===== src/rtl/istack_arbiter.sv =====
// istack_arbiter
//
// Two-port arbiter and sequencer in front of the 24-bit, 256-slot
// instruction stack. Port A (instruction loader) and port B (evaluator)
// raise push/pop requests. One request is granted at a time, at the
// stack's two-cycle cadence. Occupancy is tracked here so that a push to
// a full stack or a pop from an empty stack is refused instead of issued.
// Popped words come back to the port that asked for them, with a valid
// pulse.
//
// Configuration macro: ISTACK_ARB_RR_EN
//   defined   : round-robin arbitration. After a grant to one port, the
//               other port wins the next tie.
//   undefined : fixed priority. Port A always wins a tie.
//
// Ports
//   clk, reset_n           clock; asynchronous active-low reset
//   a_req/a_op/a_wdata     port A request, op (0 push, 1 pop), push data
//   b_req/b_op/b_wdata     port B request, op, push data
//   a_gnt/b_gnt            one-cycle grant pulse (accepted or refused)
//   a_err/b_err            with gnt: the op was refused
//   a_rvalid/b_rvalid      one-cycle pop-data valid for that port
//   rdata                  popped word, held until the next capture
//   stk_push/stk_pop       one-cycle strobes to the stack
//   stk_in                 push data to the stack, held between strobes
//   stk_out                stack read data
//   count, full, empty     registered occupancy and flags

module istack_arbiter #(
  parameter int DATA_W = 24,
  parameter int DEPTH  = 255,
  parameter int CNT_W  = 8
) (
  input  logic              clk,
  input  logic              reset_n,
  input  logic              a_req,
  input  logic              a_op,
  input  logic [DATA_W-1:0] a_wdata,
  input  logic              b_req,
  input  logic              b_op,
  input  logic [DATA_W-1:0] b_wdata,
  output logic              a_gnt,
  output logic              b_gnt,
  output logic              a_err,
  output logic              b_err,
  output logic              a_rvalid,
  output logic              b_rvalid,
  output logic [DATA_W-1:0] rdata,
  output logic              stk_push,
  output logic              stk_pop,
  output logic [DATA_W-1:0] stk_in,
  input  logic [DATA_W-1:0] stk_out,
  output logic [CNT_W-1:0]  count,
  output logic              full,
  output logic              empty
);

  typedef enum logic [1:0] {IDLE, ISSUE, WAIT} state_t;

  state_t state;

`ifdef ISTACK_ARB_RR_EN
  // Set when the most recent grant went to port A. Port B then wins the
  // next tie. It resets low, so port A wins the first tie after reset.
  logic rr_last_a;
`endif

  // Each stage holds one in-flight pop: a valid bit and the requesting
  // port (1 = B). Stage 0 is loaded in S+1 and stage 1 in S+2. Stack data
  // is captured at the end of S+2.
  logic pend0_v, pend0_b, pend1_v, pend1_b;

  logic              any_req;
  logic              pick_b;
  logic              pick_op;
  logic [DATA_W-1:0] pick_data;
  logic              pick_refuse;
  logic [CNT_W-1:0]  count_next;

  // Arbitration and refusal use the registered count. In WAIT the count
  // already reflects the op just issued, so a back-to-back push into the
  // last free slot is refused correctly.
  always_comb begin
    any_req = a_req | b_req;
`ifdef ISTACK_ARB_RR_EN
    pick_b = b_req & (~a_req | rr_last_a);
`else
    pick_b = b_req & ~a_req;
`endif
    pick_op     = pick_b ? b_op : a_op;
    pick_data   = pick_b ? b_wdata : a_wdata;
    pick_refuse = pick_op ? empty : full;

    count_next = count;
    if (stk_push) begin
      count_next = count + CNT_W'(1);
    end else if (stk_pop) begin
      count_next = count - CNT_W'(1);
    end
  end

  // This single sequential block holds the FSM and every registered output.
  // Strobes are only ever high in ISSUE, so the occupancy update and the
  // pop tracking can key directly off the strobe registers.
  always_ff @(posedge clk or negedge reset_n) begin
    if (!reset_n) begin
      state    <= IDLE;
      a_gnt    <= 1'b0;
      b_gnt    <= 1'b0;
      a_err    <= 1'b0;
      b_err    <= 1'b0;
      a_rvalid <= 1'b0;
      b_rvalid <= 1'b0;
      rdata    <= '0;
      stk_push <= 1'b0;
      stk_pop  <= 1'b0;
      stk_in   <= '0;
      count    <= '0;
      full     <= 1'b0;
      empty    <= 1'b1;
      pend0_v  <= 1'b0;
      pend0_b  <= 1'b0;
      pend1_v  <= 1'b0;
      pend1_b  <= 1'b0;
`ifdef ISTACK_ARB_RR_EN
      rr_last_a <= 1'b0;
`endif
    end else begin
      a_gnt    <= 1'b0;
      b_gnt    <= 1'b0;
      a_err    <= 1'b0;
      b_err    <= 1'b0;
      stk_push <= 1'b0;
      stk_pop  <= 1'b0;
      a_rvalid <= 1'b0;
      b_rvalid <= 1'b0;

      count <= count_next;
      full  <= (count_next == CNT_W'(DEPTH));
      empty <= (count_next == '0);

      pend0_v <= stk_pop;
      pend0_b <= b_gnt;
      pend1_v <= pend0_v;
      pend1_b <= pend0_b;

      if (pend1_v) begin
        rdata    <= stk_out;
        a_rvalid <= ~pend1_b;
        b_rvalid <= pend1_b;
      end

      case (state)
        IDLE, WAIT: begin
          if (any_req) begin
            state    <= ISSUE;
            a_gnt    <= ~pick_b;
            b_gnt    <= pick_b;
            a_err    <= ~pick_b & pick_refuse;
            b_err    <= pick_b & pick_refuse;
            stk_push <= ~pick_refuse & ~pick_op;
            stk_pop  <= ~pick_refuse & pick_op;
            if (!pick_refuse) begin
              stk_in <= pick_data;
            end
`ifdef ISTACK_ARB_RR_EN
            rr_last_a <= ~pick_b;
`endif
          end else begin
            state <= IDLE;
          end
        end
        ISSUE: begin
          state <= WAIT;
        end
        default: begin
          state <= IDLE;
        end
      endcase
    end
  end

endmodule

===== config.mk =====
export PLATFORM = sky130hd
export DESIGN_NAME = istack_arbiter
export DESIGN_NICKNAME = d
export VERILOG_FILES = /design/src/rtl/istack_arbiter.sv
export SDC_FILE = /design/constraint.sdc
export NUM_CORES = 1
export LEC_CHECK = 0
export BUFFER_PORTS_ARGS = -buffer_cell sky130_fd_sc_hd__clkbuf_2
export CORE_UTILIZATION = 49
export CTS_BUF_LIST = sky130_fd_sc_hd__clkbuf_16
export DETAILED_ROUTE_END_ITERATION = 6
export GPL_ROUTABILITY_DRIVEN = 0
export GPL_TIMING_DRIVEN = 0
export PLACE_DENSITY = 0.82
export RECOVER_POWER = 100
export REMOVE_ABC_BUFFERS = 1
export SLEW_MARGIN = 20
export SYNTH_ARGS = -nofsm -noshare
export SYNTH_HDL_FRONTEND = slang
export SYNTH_SLANG_ARGS = --single-unit
export TNS_END_PERCENT = 5

===== constraint.sdc =====
create_clock -name clk -period 3.1 [get_ports clk]
set_clock_uncertainty 0.1 [all_clocks]
set_input_delay 0.155 -clock clk [delete_from_list [all_inputs] [get_ports clk]]
set_output_delay 0.155 -clock clk [all_outputs]
set_load 0.01 [all_outputs]

==> results.py <==
metrics = {
    "final_layout": {
        "area_growth_pct": 56.4,
        "finalInstanceArea_um2": 4680,
        "fin_cells": 564,
        "layout-drive-gt1-share": 0.244,
        "final_nets": 564,
        "final_core_util": 0.790,
    },
    "cts": {
        "cts_tree": "done",
        "htree_levels": 3,
        "cts_made_buffers": 9,
        "cts_buffer_depth": 2,
        "clock_sinks": 71,
        "postCtsSetupBuffers": 0,
        "path_clk_slew_ps": 60,
        "cts-root-buf": "clkbuf_16",
        "clock_latency_ps": 320,
    },
    "pwr": {
        "ir_worst_vdd_v": 0.000581,
        "finalPower_mw": 3.34,
        "powerDensity_nw_per_um2": 714,
        "leakage_nw": 2.16,
    },
    "yosys": {
        "syn_area_um2": 2990,
        "synth_seq_cells": 71,
        "yosysWarnings": 0,
        "synth_area_leader_cell": "dfrtp_1",
        "netlist_instances": 274,
        "synth_edf_count": 0,
        "ys_top_cells_by_area": "dfrtp_1 (59%), mux2_2 (9.4%), nand2_1 (6.9%)",
        "ys.flop_type": "dfrtp_1",
        "avgSynthCellArea_um2": 10.9,
        "synthArstFlopShare": 1.00,
        "yosysSeqAreaShare": 0.595,
        "synth.distinct_cells": 39,
        "synth_top_area_frac": 0.586,
    },
    "setup_path": {
        "setup.worst_path.end": "stk_in[11]$_DFFE_PN0P_",
        "worstPathMaxFanout": 28,
        "endpoint_kind": "register",
        "reg2reg_depth": 7,
        "ff2ff_setup_slack_ps": 520,
        "cp.arrival_ps": 2850,
        "cp-start-kind": "input port",
        "cp.required_ps": 3250,
        "crit_start": "a_req",
        "timing.rr.start": "state[0]$_DFF_PN0_",
        "worstReg2RegEnd": "stk_in[11]$_DFFE_PN0P_",
        "critical_path_class": "in -> reg",
    },
    "die": {
        "fp.dieArea_um2": 6420,
        "coreArea_um2": 5920,
        "row_count": 28,
        "ioPinCount": 144,
        "die_x_um": 80.1,
        "initial_core_util": 0.505,
        "die_h_um": 80.1,
    },
    "grt": {
        "grt_max_degree": 38,
        "grt_pass1_vias": 2987,
        "grt_overflow": 0,
        "grt_pass1_wl_um": 14300,
        "antenna_found_initial": 0,
        "track_usage": 0.301,
    },
    "placement": {
        "port_buffers": 143,
        "dp.cells": 478,
        "place_area_um2": 3800,
        "dp_hpwl_um": 5140,
    },
    "timing": {
        "setup-tns-final_ps": 0,
        "min_period_over_period": 0.871,
        "finalHoldViolCount": 0,
        "tightest_slew_ps": 2040,
        "finalSetupViolations": 0,
        "relSlewSlack": -0.361,
        "final_max_slew_viol_count": 35,
        "max_freq_ghz": 0.370,
        "fin_crit_ps": 2700,
        "rsz0062_at_grt": "no",
    },
    "route": {
        "routed_via_density": 5.34,
        "drc_errors": 2,
        "via_count": 3012,
        "drt-initial-drc-count": 141,
        "dr.pass1.iters": 7,
        "drtAntennaViolNets": 0,
        "wl_per_cell_um": 17.0,
        "totalWireLength_um": 9610,
    },
    "run": {
        "cap_violations": 1,
    },
    "hold_path": {
        "hold_class": "in -> reg",
        "hold_start": "b_wdata[7]",
        "hold_depth": 3,
    },
    "status": {
        "status": "finished, violations left",
        "violations": "DRC, capacitance limit, slew limit",
    },
}
-- worst min-delay path by stage --
stage,slack (ps),endpoint
finish,10,stk_in[7]$_DFFE_PN0P_
global route,7,stk_in[7]$_DFFE_PN0P_
CTS,9,stk_in[16]$_DFFE_PN0P_
detailed placement,80,stk_in[12]$_DFFE_PN0P_
global placement,230,pend1_v$_DFF_PN0_
floorplan,-240,a_err$_DFF_PN0_
-- sequential cells by signal, indices dropped and copies added, names as in the netlist --
| signal | count |
|---|---|
| pend0_v | 1 |
| pend0_b | 1 |
| state | 1 |
| empty | 1 |
| pend1_v | 1 |
| stk_pop | 1 |
| rdata | 24 |
| pend1_b | 1 |
| b_err | 1 |
| b_rvalid | 1 |
| b_gnt | 1 |
| a_rvalid | 1 |
| a_err | 1 |
| stk_push | 1 |
| count | 8 |
| a_gnt | 1 |
| full | 1 |
| stk_in | 24 |
-- synth_stat cells, types with 2 or more instances --
library cell	count
nor2b_1	4
a31oi_1	26
nor3_1	5
inv_1	7
buf_2	6
nor2_1	28
ha_1	2
a21oi_1	3
dfrtp_1	70
clkbuf_1	10
mux2_2	25
nand2_1	55
xor2_1	3
nand4_1	2
xnor2_1	3
and2_1	2
-- through the flow --
| step | hold slack (ps) | setup WS (ps) |
|---|---|---|
| floorplan | -241 | 184 |
| global placement | 232 | -802 |
| detailed placement | 83.1 | 381 |
| CTS | 8.69 | 209 |
| global route | 7.42 | 267 |
| finish | 9.63 | 399 |
-- per-layer routing --
| metal | track usage | vias to the layer above | share of wire |
|---|---|---|---|
| met5 | 0 | - | 0 |
| met4 | 0.198 | 0 | 0.054 |
| met3 | 0.0830 | 58 | 0.073 |
| met1 | 0.328 | 1426 | 0.37 |
| li1 | - | 1353 | - |
| met2 | 0.513 | 175 | 0.50 |
-- final cells by class --
cell class	instances	area (um^2)
Sequential cell	71	1780
Timing Repair Buffer	217	1400
Fill cell	374	1240
Multi-Input combinational cell	178	1110
Clock buffer	9	225
Tap cell	75	93.8
Clock inverter	6	48.8
Inverter	7	26.3
Antenna cell	1	2.50
-- cell families (layout without fill, tap and decap cells) --
family / count (synthesis) / after routing / synth area share
compound gates: 37 / 37 / 0.0833
flops: 71 / 71 / 0.595
mux: 25 / 25 / 0.0941
simple gates: 107 / 107 / 0.162
other cells: 0 / 1 / 0
buf+inv: 25 / 239 / 0.0351
xor+xnor: 7 / 7 / 0.0230
fa+ha+maj: 2 / 2 / 0.00837
-- critical path: stages --
cell           delay (ps)
clkbuf_1              190
nand2b_2              540
a211oi_1              240
a211oi_4              450
buf_8                 240
buf_8                 200
nor2_1                 50
a31oi_1               190
dlygate4sd3_1         600
-- power breakdown --
part	internal, mW	total [mW]	switching [mW]	leakage (nW)
registers	1.16	1.38	0.217	0.844
clock network	0.603	0.952	0.349	0.152
logic	0.487	1.01	0.518	1.17
-- layout by cell type (no fill, tap or decap), types with 2 or more instances in the layout --
cell and instances:
a21oi_1 3, a31oi_1 26, buf_8 3, clkbuf_1 67, clkbuf_16 9, clkbuf_2 76
dfrtp_1 70, dlygate4sd3_1 70, ha_1 2, inv_1 12, mux2_1 2, mux2_2 23
nand2_1 55, nand4_1 2, nor2_1 28, nor2b_1 3, nor3_1 5, xnor2_1 3
xor2_1 4
-- what timing repair did --
| item | in CTS | in global routing |
|---|---|---|
| endpoints found under the setup margin | 0 | 11 |
| hold buffers | 70 | 0 |
| hold endpoints to repair | 80 | 0 |
| resized for setup | 0 | 1 |
(Power assumes the default switching activity.)
